==> src/rtl/dual_port_ram.sv <==
// Simple dual-port flop RAM: port A writes, port B reads with one cycle of latency.
// A write and a read to the same address on the same edge return the new data (write-first).
module dual_port_ram #(
    parameter int DATA_WIDTH = 8,
    parameter int ADDR_WIDTH = 4,
    parameter int DEPTH      = 2 ** ADDR_WIDTH
) (
    input  logic                  clk,
    input  logic                  rst_n,
    input  logic                  we_a,
    input  logic [ADDR_WIDTH-1:0] addr_a,
    input  logic [DATA_WIDTH-1:0] data_a,
    input  logic                  re_b,
    input  logic [ADDR_WIDTH-1:0] addr_b,
    output logic [DATA_WIDTH-1:0] data_b
);

    logic [DEPTH-1:0][DATA_WIDTH-1:0] r_mem;
    logic [DATA_WIDTH-1:0]            r_data_b;
    logic                             w_bypass;
    logic [DATA_WIDTH-1:0]            w_rd_word;

    assign w_bypass  = we_a && (addr_a == addr_b);
    assign w_rd_word = w_bypass ? data_a : r_mem[addr_b];

    // Flop storage so reset can clear every word.
    always_ff @(posedge clk or negedge rst_n) begin
        if (!rst_n) begin
            r_mem <= '0;
        end else if (we_a) begin
            r_mem[addr_a] <= data_a;
        end
    end

    always_ff @(posedge clk or negedge rst_n) begin
        if (!rst_n) begin
            r_data_b <= '0;
        end else if (re_b) begin
            r_data_b <= w_rd_word;
        end
    end

    assign data_b = r_data_b;

endmodule

==> config.mk <==
export PLATFORM = sky130hd
export DESIGN_NAME = dual_port_ram
export DESIGN_NICKNAME = d
export VERILOG_FILES = /design/src/rtl/dual_port_ram.sv
export SDC_FILE = /design/constraint.sdc
export NUM_CORES = 1
export LEC_CHECK = 0
export CORE_MARGIN = 3
export CORE_UTILIZATION = 25
export DETAILED_ROUTE_END_ITERATION = 8
export GPL_TIMING_DRIVEN = 0
export SETUP_SLACK_MARGIN = 0.5
export SLEW_MARGIN = 30
export SYNTH_ARGS = -nofsm -noshare
export SYNTH_HDL_FRONTEND = slang
export SYNTH_SLANG_ARGS = --single-unit
==> constraint.sdc <==
create_clock -name clk -period 2.2 [get_ports clk]
set_input_delay 0.44 -clock clk [delete_from_list [all_inputs] [get_ports clk]]
set_output_delay 0.44 -clock clk [all_outputs]
set_load 0.005 [all_outputs]
==> results.md <==
- Sequential cell area fraction in the yosys report: 53.6%
- Met2 Use GR: 20.8%
- Distinct cells, synth: 34
- Post-Syn Nets: 419
- Setup TNS: 0 ns
- Total Routing Usage GR: 13.4%
- RSZ-0062 raised after global routing: true
- Pre-antenna DRT Iters: 5
- Worst hold margin: -0.00226 ns
- Slowest cell on crit path: mux4_1
- WL final: 17.6 mm
- Commonest cells in the netlist: dfrtp_1 (136), mux2_2 (120), mux4_2 (20)
- Htree depth: 4
- Failing checks: negative hold slack
- Vias in the first global route: between 4,000 and 5,000
- DR WL/cell: 22.0 um
- CTS sink cnt: 136
- Final setup fails: 0
- Rel. slew slack: 53.5%
- Mapped Cells: 399
- Hold Path Class: primary input to async pin
- DIE WIDTH: 165 um
- Top-area cell type share of the netlist area: between 50% and 60%
- DRC violations left: 0
- Outcome: finished with violations
- Place WS: -0.703 ns
- FF+latch count, synth: between 100 and 150
- Ys Warns: 0
- Detailed Place HPWL: 10.7 mm
- Crit start category: flop
- Synth Flop Type: dfrtp_1
- Pwr dens: 938 nW/um^2
- Fin. max-slew vios: 0
- Main area contributors after synthesis: dfrtp_1 (54%), mux2_2 (21%), mux4_2 (7.1%)
- Worst-margin pin slew: 0.697 ns
- GP Congestion: 0.821
- Total CTS buffers: 17
- Met1 Use GR: 18.4%
- Post-DP Area: about 7100 um^2
- Share of synthesized registers carrying an async set or reset: 100%
- Final nets: 484
- Synth Cell Area: about 6400 um^2
- Starting Density: 25.7%
- Gr ovfl total: 0
- Max-Cap Viols: 0
- DR vias/cell: between 4 and 5
- Max IR drop VDD: 539 uV
- Cell row count: 57
- Vias: around 3,900
- Largest net degree at the start of global routing: 76
- Die ar.: 27,400 um^2
- Reg area: 3400 um^2
- DIE HEIGHT: 165 um
- IO Pins: 28
- Static leakage: 3.38 nW
- Proportion of layout cells with a drive suffix above 1: 53.9%
- Period Utilization, post-route: 74.1%
- R2R setup slack: 0.57 ns
- Busiest layer in global routing: met2
- Post-route ant nets: 0
- Initial antenna violation count: 0
- CTS tree: done
- CP Class: flop to flop
- Register clock-pin slew on the reported worst setup and hold paths: around 0.060 ns
- First-pass GRT wire length: ~27 mm
- Clk Latency, worst-skew pair: 0.42 ns
- Fin area: 8040 um^2
- CP required: 2.50 ns
- Final Critical Period: 1.63 ns
- # fillers: 2,407
- Hold Fails Final Rpt: 4
- Core region area: approximately 25,000 um^2
- Max incr delay on CP: between 0.5 and 0.6 ns
- Met3 Usage GRT: 3.42%
- Cell Chain, Critical Path: mux4_1 -> a22oi_2 -> nand2_1 -> a221o_1
- Top cell type by total area after synthesis: dfrtp_1
- Cts hold-fix bufs: 0
- Area of the multi-input gates: 2880 um^2
- Initial DRC Count: 237
- CTS Buffer Depth: 2
- Mapped Avg Cell Area: 15.9 um^2
- Buffers on Ports: 23
- Area Overhead vs Synth: 26.6%
- Arr. time, crit path: 1.93 ns
- Fin Clk Skew: 0.00792 ns
- EDFF count, synth: 0
- Setup ws final: 0.569 ns
- Setup crit end kind: flop
- Achievable Freq: 613 MHz
- Ant diodes: 0
- Most numerous cell in the Yosys netlist: dfrtp_1
- Peak fanout along the critical path: 2
- Root Buffer: clkbuf_16
-- logic make-up after synthesis --
kind of cell | after synthesis | share of synthesized area, %
muxes | 160 | 35.2
DFF | 136 | 53.6
xor gates and xnor gates | 4 | 0.552
buffers and inverters | 27 | 2.68
and+or+nand+nor | 47 | 4.63
AOI/OAI and AO/OA | 25 | 3.33
-- timing repair --
action / in CTS / in global routing
pin swaps: 14 / 0
hold endpoints to repair: 0 / 0
setup endpoints to repair: 143 / 10
resized for setup: 43 / 6
setup buffers: 22 / 0
-- metal layers --
metal | routed length, um | vias up | share of wire [%]
met5 | 0 | - | 0
met4 | 427 | 0 | 2.4
met3 | 1260 | 33 | 7.2
met2 | 8130 | 137 | 46
met1 | 7780 | 2118 | 44
li1 | - | 1643 | -
-- worst paths after layout --
path	start	end	cells past startpoint
max	r_mem[15]	data_b[7]	4
min	rst_n	r_mem[86]	1
max reg2reg	r_mem[15]	data_b[7]	4
min reg2reg	r_mem[122]	r_mem[122]	1
max in group asynchronous	rst_n	r_mem[10]	2
min in group clk	r_mem[122]	r_mem[122]	1
-- power by group --
part / switching, mW / internal (mW) / leakage (nW) / total (mW)
registers: 0.287 / 3.09 / 1.67 / 3.37
logic: 0.516 / 0.858 / 1.43 / 1.37
clock network: 1.12 / 1.68 / 0.281 / 2.80
total: 1.92 / 5.62 / 3.38 / 7.54
-- state kept, by name, indices dropped and copies added, names as in the netlist --
register,count
data_b,8
r_mem,128
-- cells in the final DEF (no fill, tap or decap), types with 3 or more instances in the layout --
master	netlist	layout
dfrtp_1	136	136
xor2_1	3	3
dlygate4sd2_1	0	11
clkinv_4	0	5
nor2b_1	10	10
clkbuf_2	1	4
clkbuf_8	0	3
clkdlybuf4s50_1	0	8
clkbuf_1	15	9
nor2_4	0	5
mux4_2	20	30
buf_2	2	5
mux2_2	120	120
clkbuf_16	0	17
a22oi_1	15	14
mux2_4	8	8
a221o_1	8	8
buf_6	3	3
nor3_4	0	6
nand2_1	11	9
clkinv_2	0	3
buf_4	1	11
buf_12	1	14
-- final cells by class --
type	instances	share of cell area (%)
sequential	136	42.3
multi-input combinational	236	35.8
timing repair buffer	46	6.66
clock buffer	18	5.34
tap	324	5.04
buffer	26	2.88
clock inverter	14	1.88
inverter	1	0.0467
-- critical path, delay by kind of cell (launching register included) --
kind | cells | cell delay (ns)
AND/OR/NAND/NOR | 1 | 0.12
flip-flops | 1 | 0.37
AO/OA/AOI/OAI | 2 | 0.50
multiplexers | 1 | 0.53
-- through the flow --
step           power (mW)  instances  hold slack [ns]  utilization [%]
6_report             7.54        801         -0.00226             32.6
5_1_grt              7.87        801           0.0388             32.6
3_3_place_gp         4.66        746            0.481             28.5
4_1_cts              7.58        801           0.0174             32.6
2_1_floorplan        4.30        399            0.144                -
3_5_place_dp         4.77        747            0.459             28.7
Power figures use the tool's default switching activity.
